File: config.mk
export PLATFORM = sky130hd
export DESIGN_NAME = breath_pwm_multi_flat
export DESIGN_NICKNAME = d
export VERILOG_FILES = /design/src/rtl/breath_pwm_pkg.sv /design/src/rtl/breath_pwm_if.sv /design/src/rtl/breath_pwm_shaper.sv /design/src/rtl/breath_pwm_multi.sv /design/src/flat_wrapper.sv
export SDC_FILE = /design/constraint.sdc
export NUM_CORES = 1
export LEC_CHECK = 0
export ABC_AREA = 0
export BUFFER_PORTS_ARGS = -buffer_cell sky130_fd_sc_hd__buf_4
export CORE_ASPECT_RATIO = 1.25
export CORE_MARGIN = 8
export CORE_UTILIZATION = 58
export CTS_CLUSTER_DIAMETER = 150
export DETAILED_ROUTE_END_ITERATION = 6
export GPL_ROUTABILITY_DRIVEN = 0
export PLACE_DENSITY_LB_ADDON = 0.3
export SYNTH_ARGS = -nofsm -noshare
export SYNTH_HDL_FRONTEND = slang
export SYNTH_SLANG_ARGS = --single-unit
export TNS_END_PERCENT = 10
File: constraint.sdc
create_clock -name sysclk -period 5.65 [get_ports sysclk]
set_input_delay 1.13 -clock sysclk [delete_from_list [all_inputs] [get_ports sysclk]]
set_output_delay 1.13 -clock sysclk [all_outputs]
set_load 0.01 [all_outputs]
File: src/rtl/breath_pwm_pkg.sv
// Shared constants for the breathing PWM block: mode codes,
// the raised-cosine shape table and the triangle shape helper.
package breath_pwm_pkg;

  typedef enum logic [1:0] {
    MODE_OFF   = 2'b00,
    MODE_SINE  = 2'b01,
    MODE_TRI   = 2'b10,
    MODE_CONST = 2'b11
  } mode_e;

  // round(127.5 * (1 - cos(2*pi*i/64)))
  localparam logic [7:0] SINE_LUT [64] = '{
    8'd0,   8'd1,   8'd2,   8'd5,
    8'd10,  8'd15,  8'd21,  8'd29,
    8'd37,  8'd47,  8'd57,  8'd67,
    8'd79,  8'd90,  8'd103, 8'd115,
    8'd128, 8'd140, 8'd152, 8'd165,
    8'd176, 8'd188, 8'd198, 8'd208,
    8'd218, 8'd226, 8'd234, 8'd240,
    8'd245, 8'd250, 8'd253, 8'd254,
    8'd255, 8'd254, 8'd253, 8'd250,
    8'd245, 8'd240, 8'd234, 8'd226,
    8'd218, 8'd208, 8'd198, 8'd188,
    8'd176, 8'd165, 8'd152, 8'd140,
    8'd128, 8'd115, 8'd103, 8'd90,
    8'd79,  8'd67,  8'd57,  8'd47,
    8'd37,  8'd29,  8'd21,  8'd15,
    8'd10,  8'd5,   8'd2,   8'd1
  };

  // Rising ramp for i < 32, mirrored falling ramp above;
  // low bits replicate the top bits so 31/32 reach 255.
  function automatic logic [7:0] tri_val(input logic [5:0] i);
    logic [4:0] t;
    t = i[5] ? ~i[4:0] : i[4:0];
    return {t, t[4:2]};
  endfunction

endpackage

File: src/rtl/breath_pwm_if.sv
// Control/status bundle of the breathing PWM block.
// master drives enable/mode/level/prescale/phase_step; slave drives pulse/frame_start/index.
interface breath_pwm_if #(
  parameter int PWM_BITS   = 6,
  parameter int CHANNELS   = 3,
  parameter int PRESC_BITS = 8
);

  logic                  enable;
  logic [1:0]            mode;
  logic [PWM_BITS-1:0]   level;
  logic [PRESC_BITS-1:0] prescale;
  logic [5:0]            phase_step;
  logic [CHANNELS-1:0]   pulse;
  logic                  frame_start;
  logic [5:0]            index;

  modport master (
    output enable, mode, level,
    output prescale, phase_step,
    input  pulse, frame_start, index
  );

  modport slave (
    input  enable, mode, level,
    input  prescale, phase_step,
    output pulse, frame_start, index
  );

endinterface

File: src/rtl/breath_pwm_shaper.sv
// Combinational shape lookup: idx/mode/level -> duty.
// Ports: idx (6b), mode (2b), level (PWM_BITS) in; duty (PWM_BITS) out.
module breath_pwm_shaper
  import breath_pwm_pkg::*;
#(
  parameter int PWM_BITS = 6
) (
  input  logic [5:0]          idx,
  input  logic [1:0]          mode,
  input  logic [PWM_BITS-1:0] level,
  output logic [PWM_BITS-1:0] duty
);

  logic [7:0] v;

  always_comb begin
    v = '0;
    unique case (1'b1)
      (mode == MODE_SINE): v = SINE_LUT[idx];
      (mode == MODE_TRI):  v = tri_val(idx);
      default:             v = '0;
    endcase
    duty = (mode == MODE_CONST) ? level
                                : v[7 -: PWM_BITS];
  end

endmodule

File: src/rtl/breath_pwm_multi.sv
// Multi-channel breathing PWM: shared frame counter, prescaled index, per-channel phase.
// Ports: sysclk, rst_n (async low), bus (breath_pwm_if.slave).
module breath_pwm_multi
  import breath_pwm_pkg::*;
#(
  parameter int PWM_BITS   = 6,
  parameter int CHANNELS   = 3,
  parameter int PRESC_BITS = 8
) (
  input  logic      sysclk,
  input  logic      rst_n,
  breath_pwm_if.slave bus
);

  logic [PWM_BITS-1:0]   cnt_q, cnt_d;
  logic [PRESC_BITS-1:0] frame_cnt_q, frame_cnt_d;
  logic [5:0]            index_q, index_d;
  logic [PWM_BITS-1:0]   duty_q [CHANNELS];
  logic [PWM_BITS-1:0]   duty_d [CHANNELS];
  logic [PWM_BITS-1:0]   shape  [CHANNELS];
  logic [CHANNELS-1:0]   pulse_q, pulse_d;
  logic                  fs_q, fs_d;
  logic                  frame_end;

  for (genvar k = 0; k < CHANNELS; k++) begin : g_ch
    logic [5:0] ch_idx;
    assign ch_idx = index_q + bus.phase_step * 6'(k);
    breath_pwm_shaper #(
      .PWM_BITS(PWM_BITS)
    ) u_shaper (
      .idx  (ch_idx),
      .mode (bus.mode),
      .level(bus.level),
      .duty (shape[k])
    );
  end

  always_comb begin
    frame_end   = &cnt_q;
    cnt_d       = cnt_q;
    frame_cnt_d = frame_cnt_q;
    index_d     = index_q;
    duty_d      = duty_q;
    fs_d        = bus.enable && (cnt_q == '0);
    pulse_d     = '0;
    for (int k = 0; k < CHANNELS; k++) begin
      pulse_d[k] = bus.enable && (cnt_q < duty_q[k]);
    end
    if (!bus.enable) begin
      cnt_d       = '0;
      frame_cnt_d = '0;
      index_d     = '0;
      for (int k = 0; k < CHANNELS; k++) begin
        duty_d[k] = '0;
      end
    end else begin
      cnt_d = cnt_q + 1'b1;
      if (frame_end) begin
        // >= so a prescale lowered under frame_cnt steps now
        if (frame_cnt_q >= bus.prescale) begin
          frame_cnt_d = '0;
          index_d     = index_q + 1'b1;
        end else begin
          frame_cnt_d = frame_cnt_q + 1'b1;
        end
        // shape uses the pre-increment index
        duty_d = shape;
      end
    end
  end

  always_ff @(posedge sysclk or negedge rst_n) begin
    if (!rst_n) begin
      cnt_q       <= '0;
      frame_cnt_q <= '0;
      index_q     <= '0;
      pulse_q     <= '0;
      fs_q        <= 1'b0;
      for (int k = 0; k < CHANNELS; k++) begin
        duty_q[k] <= '0;
      end
    end else begin
      cnt_q       <= cnt_d;
      frame_cnt_q <= frame_cnt_d;
      index_q     <= index_d;
      pulse_q     <= pulse_d;
      fs_q        <= fs_d;
      for (int k = 0; k < CHANNELS; k++) begin
        duty_q[k] <= duty_d[k];
      end
    end
  end

  assign bus.pulse       = pulse_q;
  assign bus.frame_start = fs_q;
  assign bus.index       = index_q;

endmodule

File: src/flat_wrapper.sv
// flat-port wrapper written by rule: the top's interface ports become plain ports
module breath_pwm_multi_flat import breath_pwm_pkg::*;
#(
  parameter int PWM_BITS   = 6,
  parameter int CHANNELS   = 3,
  parameter int PRESC_BITS = 8
)
  (sysclk, rst_n, bus_enable, bus_mode, bus_level, bus_prescale, bus_phase_step, bus_pulse, bus_frame_start, bus_index);
  breath_pwm_if #(.PWM_BITS(PWM_BITS), .CHANNELS(CHANNELS), .PRESC_BITS(PRESC_BITS)) bus_i ();
  input  logic sysclk;
  input  logic rst_n;
  input wire logic [$bits(bus_i.enable)-1:0] bus_enable;
  input wire logic [$bits(bus_i.mode)-1:0] bus_mode;
  input wire logic [$bits(bus_i.level)-1:0] bus_level;
  input wire logic [$bits(bus_i.prescale)-1:0] bus_prescale;
  input wire logic [$bits(bus_i.phase_step)-1:0] bus_phase_step;
  output wire logic [$bits(bus_i.pulse)-1:0] bus_pulse;
  output wire logic [$bits(bus_i.frame_start)-1:0] bus_frame_start;
  output wire logic [$bits(bus_i.index)-1:0] bus_index;
  assign bus_i.enable = bus_enable;
  assign bus_i.mode = bus_mode;
  assign bus_i.level = bus_level;
  assign bus_i.prescale = bus_prescale;
  assign bus_i.phase_step = bus_phase_step;
  assign bus_pulse = bus_i.pulse;
  assign bus_frame_start = bus_i.frame_start;
  assign bus_index = bus_i.index;
  breath_pwm_multi #(.PWM_BITS(PWM_BITS), .CHANNELS(CHANNELS), .PRESC_BITS(PRESC_BITS)) u_core (.sysclk(sysclk), .rst_n(rst_n), .bus(bus_i));
endmodule
==> metrics.md, run 1 <==
| Metric | Value |
|---|---|
| Syn avg cell area | `between 7 and 8 sq um` |
| I/O pins | `35` |
| Met2 routed WL | `6370 um` |
| Highest routed layer | `met4` |
| CTS resizes | `0` |
| Register area share after synthesis | `20.7%` |
| Port bufs | `34` |
| Distinct cells, synth | `80` |
| Hold_sp | `u_core.cnt_q[0]` |
| Post-Layout Cell Count | `770` |
| DRC | `0` |
| Asr flop ratio synth | `100%` |
| Final WL | `roughly 13000 um` |
| Final Critical Period | `4.15 ns` |
| First DRT Iteration DRCs | `about 410` |
| Power Density | `~130 nW/um^2` |
| Largest net degree at the start of global routing | `between 40 and 50` |
| Final WS setup | `1.50 ns` |
| Area growth syn-to-layout | `6.05%` |
| Synth top area cells | `dfrtp_1 (21%), ha_1 (13%), o21ai_0 (5.9%)` |
| Vias in the first global route | `approximately 4800` |
| Main flop type after synthesis | `dfrtp_1` |
| Total global routing track utilization | `between 20% and 30%` |
| TritonCTS clock tree | `built` |
| RR Startpoint | `u_core.bus.index[2]` |
| Max Cap Viol | `0` |
| Root buf cell | `clkbuf_8` |
| Final TNS setup | `0 ns` |
| Clock transition at path regs | `0.08 ns` |
| Die H | `between 100 and 150 um` |
| Number of diodes | `0` |
| Clock Skew | `between 0.006 and 0.007 ns` |
| Reg-to-reg slack, setup | `approximately 1.5 ns` |
| Hold Crit Depth | `1` |
| RSZ-0062 raised after global routing | `no` |
| Critical Path AT | `around 4.4 ns` |
| Syn nets | `728` |
| Tightest Pin Transition | `1.25 ns` |
| Max-slew violation count | `0` |
| Met1 wire length | `between 5000 and 6000 um` |
| Routed length per placed instance | `between 15 and 20 um` |
| Max FO, Critical Path | `27` |
| R2R depth | `9` |
| Post-DP HPWL | `9750 um` |
| Most frequent cell after synthesis | `o21ai_0` |
| Sinks on Clock Net | `42` |
| Die ar. | `approximately 12000 sq um` |
| 1st-pass router iterations | `5` |
| Clk_lat worst skew | `around 0.3 ns` |
| Slew HR | `between 10% and 20%` |
| Die W | `between 90 and 100 um` |
| Synth top cells by count | `o21ai_0 (60), nand2_1 (55), ha_1 (51)` |
| Critical Path End Type | `flip-flop` |
| Status | `completed` |
| Placed instance count | `approximately 760` |
| Cell taking the most area after synthesis | `dfrtp_1` |
| Ys Warns | `0` |
| Initial antenna violation count | `0` |
| Final #Nets | `approximately 730` |
| CTS Hold Bufs | `0` |
| DRT antenna net count | `0` |
| Number of setup violations in the final report | `0` |
| Post-Synthesis Cells | `650` |
| Mapped cell area | `just over 5000 sq um` |
| Hold Path End | `u_core.cnt_q[0]` |
| Worst Path Class, Setup | `reg -> reg` |
| Vias per cell | `between 6 and 7` |
| Reg-to-reg endpoint | `u_core.duty_q[0]` |
| FP Rows | `38` |
| Via count | `4958` |
| First-pass GRT wire length | `roughly 23000 um` |
| DR WL met3 | `786 um` |
| Setup repair bufs after CTS | `0` |
| Cts bufs inserted | `5` |
| CP Launch Type | `flip-flop` |
| P_leak | `~0.0022 uW` |
| Placeable Area | `8610 sq um` |
| Share of cells above drive strength 1 | `10.8%` |
| Max Freq | `~240 MHz` |
| Tot Pwr | `roughly 700 uW` |
| Synth top area share | `roughly a fifth` |
| IR drop worst, VDD | `approximately 0.087 mV` |
| Depth of the CTS H-tree | `2` |
| Post-route clock period utilization | `about 73%` |
| Pre-CTS setup slack | `between 1.5 and 2 ns` |
| Maximum buffer depth of the clock tree | `2` |
| WP data required | `about 5.9 ns` |
| Final hold violation count | `0` |
| Initial Util | `58.9%` |
| Post-synth EDFFs | `0` |
| Synthesized flop and latch total | `42` |
| Worst Hold Class | `reg -> reg` |
| GR Overflow Total | `0` |
[how the worst max path moves through the flow]
stage / start / end
after floorplan: bus_phase_step[0] / u_core.duty_q[7]
after global placement: bus_phase_step[0] / u_core.duty_q[9]
after detailed placement: bus_phase_step[0] / u_core.duty_q[9]
after CTS: u_core.bus.index[2] / u_core.duty_q[1]
after global routing: u_core.bus.index[2] / u_core.duty_q[0]
final: u_core.bus.index[2] / u_core.duty_q[0]
[kinds of logic after synthesis]
kind of cell             Yosys count  share of synthesized area (%)
AO/OA/AOI/OAI                    230                           30.7
multiplexers                       9                           2.27
AND/OR/NAND/NOR                  184                           18.5
flip-flops                        42                           20.7
buffers and inverters             99                           8.49
XOR/XNOR                          31                           5.50
adder cells (fa/ha/maj)           55                           13.8
[layer usage]
metal,track usage [%],vias up
li1,-,2391
met1,29.1,2350
met2,37.3,186
met3,2.65,31
met4,9.96,0
met5,0,-
[cells in the final DEF, fill, tap and decap left out, types with 13 or more instances in the layout]
master	count
a211oi_1	13
a21oi_1	44
a31oi_1	14
buf_4	40
dfrtp_1	42
ha_1	51
inv_1	50
nand2_1	55
nand3_1	23
nor2_1	38
o211ai_1	13
o21ai_0	60
xnor2_1	18
[sequential cells by signal, indices dropped and copies added, names as in the netlist]
register	cells
u_core.bus.index	6
u_core.frame_cnt_q	8
u_core.duty_q	18
u_core.bus.pulse	3
u_core.bus.frame_start	1
u_core.cnt_q	6
[through the flow]
| stage | instance area, sq um | util [%] | hold WS (ns) |
|---|---|---|---|
| 2_1_floorplan | 5070 | - | 0.455 |
| 4_1_cts | 5380 | 62.5 | 0.520 |
| 3_5_place_dp | 5280 | 61.4 | 0.508 |
| 6_report | 5380 | 62.5 | 0.519 |
| 5_1_grt | 5380 | 62.5 | 0.539 |
| 3_3_place_gp | 5280 | 61.4 | 0.498 |
[power breakdown]
| part | internal (uW) | leakage (uW) | switching (uW) | total, uW |
|---|---|---|---|---|
| Clock | 98.3 | 0.0000472 | 106 | 205 |
| Combinational | 71.5 | 0.00159 | 114 | 186 |
| Sequential | 305 | 0.000582 | 4.41 | 309 |
[critical path, stage by stage, from the launching register on]
cell	delay [ns]
dfrtp_1	0.87
clkinv_1	0.50
fa_1	0.59
xnor2_1	0.99
nor2_1	0.12
a21o_1	0.22
xnor2_1	0.12
a221o_1	0.37
mux2i_1	0.13
a31o_2	0.17
[final cells by class]
type / count / area [sq um]
clock buffers: 6 / 82.6
clock inverters: 2 / 12.5
fillers: 782 / 3230
inverters: 51 / 191
multi-input cells: 509 / 3590
flip-flops and latches: 42 / 1050
well taps: 120 / 150
repair buffers: 40 / 300
Power figures use the tool's default switching activity.
==> inputs of run 2 (changes only) <==
- clock period: 5.65 -> 3.9 ns (I/O delays scaled with it)
==> metrics.md, run 2 (synthesized netlist as in run 1, its figures left out) <==
| Metric | Value |
|---|---|
| Status | `completed` |
| Reg-to-reg slack, setup | `around 0.55 ns` |
| TritonCTS clock tree | `built` |
| DR WL met3 | `875 um` |
| Placeable Area | `around 8600 sq um` |
| R2R depth | `8` |
| Final WL | `~14000 um` |
| Area growth syn-to-layout | `7.72%` |
| Clock transition at path regs | `0.08 ns` |
| Die W | `between 90 and 100 um` |
| Tightest Pin Transition | `between 0.7 and 0.8 ns` |
| Final #Nets | `740` |
| Number of diodes | `0` |
| Final Critical Period | `roughly 3.4 ns` |
| Final TNS setup | `0 ns` |
| Total global routing track utilization | `~23%` |
| Clk_lat worst skew | `roughly 0.3 ns` |
| Setup repair bufs after CTS | `0` |
| Sinks on Clock Net | `42` |
| RR Startpoint | `u_core.bus.index[2]` |
| Tot Pwr | `1010 uW` |
| DRT antenna net count | `0` |
| Reg-to-reg endpoint | `u_core.duty_q[1]` |
| Buf+Inv Stages, Crit Path | `1` |
| Pre-CTS setup slack | `0.311 ns` |
| Max reg flops | `18` |
| Max Cap Viol | `0` |
| Critical Path AT | `~3.5 ns` |
| RSZ-0062 raised after global routing | `no` |
| Maximum buffer depth of the clock tree | `2` |
| I/O pins | `35` |
| Post-route clock period utilization | `86.0%` |
| CTS resizes | `0` |
| WP data required | `4.08 ns` |
| CP Launch Type | `flip-flop` |
| Worst Path Class, Setup | `reg -> reg` |
| Met1 wire length | `between 5000 and 6000 um` |
| Initial Util | `between 50 and 60%` |
| Depth of the CTS H-tree | `2` |
| Via count | `5058` |
| Power Density | `185 nW/um^2` |
| Vias in the first global route | `4578` |
| Root buf cell | `clkbuf_8` |
| Worst path top cell family by delay | `flip-flops` |
| Die H | `between 100 and 150 um` |
| Critical-path top delay cell | `dfrtp_1` |
| Die ar. | `12000 sq um` |
| Final WS setup | `around 0.55 ns` |
| Routed length per placed instance | `~17 um` |
| Final hold violation count | `0` |
| First DRT Iteration DRCs | `about 570` |
| Fin util | `63.5%` |
| First-pass GRT wire length | `roughly 22000 um` |
| Largest net degree at the start of global routing | `43` |
| P_leak | `0.00228 uW` |
| 1st-pass router iterations | `5` |
| Cell Chain, Critical Path | `clkinv_1 -> fa_1 -> xor2_1 -> nor2_1 -> o21bai_1 -> mux4_2 -> o21ai_0 -> o21ai_0` |
| Number of setup violations in the final report | `0` |
| Biggest register | `u_core.duty_q` |
| Initial antenna violation count | `0` |
| Largest regs | `u_core.duty_q x18, u_core.frame_cnt_q x8` |
| Slew HR | `48.5%` |
| Critical Path End Type | `flip-flop` |
| CTS Hold Bufs | `0` |
| Highest routed layer | `met4` |
| Max FO, Critical Path | `10` |
| DRC | `0` |
| Min Hold Slack | `around 0.46 ns` |
| Fillers | `approximately 780` |
| Share of cells above drive strength 1 | `between 10% and 20%` |
| Commonest non-fill, non-tap cell in the layout | `o21ai_0` |
| GR Overflow Total | `0` |
| IR drop worst, VDD | `~0.098 mV` |
| Met2 routed WL | `roughly 6500 um` |
| Cts bufs inserted | `5` |
| Max Freq | `298 MHz` |
| Max-slew violation count | `0` |
| Post-DP HPWL | `about 10000 um` |
| Max incr delay on CP | `0.61 ns` |
| Most Frequent Cell on Critical Path | `o21ai_0` |
| Most frequent cells in the layout | `o21ai_0 (60), nand2_1 (55), buf_4 (53)` |
| FP Rows | `38` |
| Clock Skew | `between 0.007 and 0.008 ns` |
| Vias per cell | `between 6 and 7` |
| Worst Hold Class | `in -> async` |
| Port bufs | `34` |
run 2: metal layers:
metal  GRT usage [%]  up-vias
met4            10.2        0
li1                -     2414
met2            37.4      220
met5               0        -
met1            28.1     2389
met3            3.22       35
run 2: final cells by class:
| type | instances | area (sq um) | area share (%) |
|---|---|---|---|
| multi-input cells | 509 | 3590 | 65.7 |
| flip-flops and latches | 42 | 1050 | 19.2 |
| repair buffers | 53 | 398 | 7.29 |
| inverters | 51 | 191 | 3.51 |
| well taps | 120 | 150 | 2.75 |
| clock buffers | 6 | 82.6 | 1.51 |
run 2: worst max-delay path by stage:
stage                              from          endpoint  slack [ns]  depth (start not counted)
floorplan             bus_phase_step[0]  u_core.duty_q[7]        0.88                          9
global placement      bus_phase_step[0]  u_core.duty_q[9]        0.47                         10
detailed placement    bus_phase_step[0]  u_core.duty_q[9]        0.31                         10
CTS                 u_core.bus.index[2]  u_core.duty_q[0]        0.60                         10
global route        u_core.bus.index[2]  u_core.duty_q[1]        0.41                          8
finish              u_core.bus.index[2]  u_core.duty_q[1]        0.55                          8
run 2: through the flow:
stage,cell area (sq um),instances
after floorplan,5070,650
after global placement,5380,775
after detailed placement,5380,775
after CTS,5460,781
after global routing,5460,781
final,5460,781
run 2: power breakdown:
part / switching (uW) / leakage, uW / total [uW] / internal (uW)
logic: 168 / 0.00165 / 277 / 110
registers: 6.51 / 0.000582 / 448 / 441
clock network: 150 / 0.0000431 / 287 / 137
total: 324 / 0.00228 / 1010 / 688
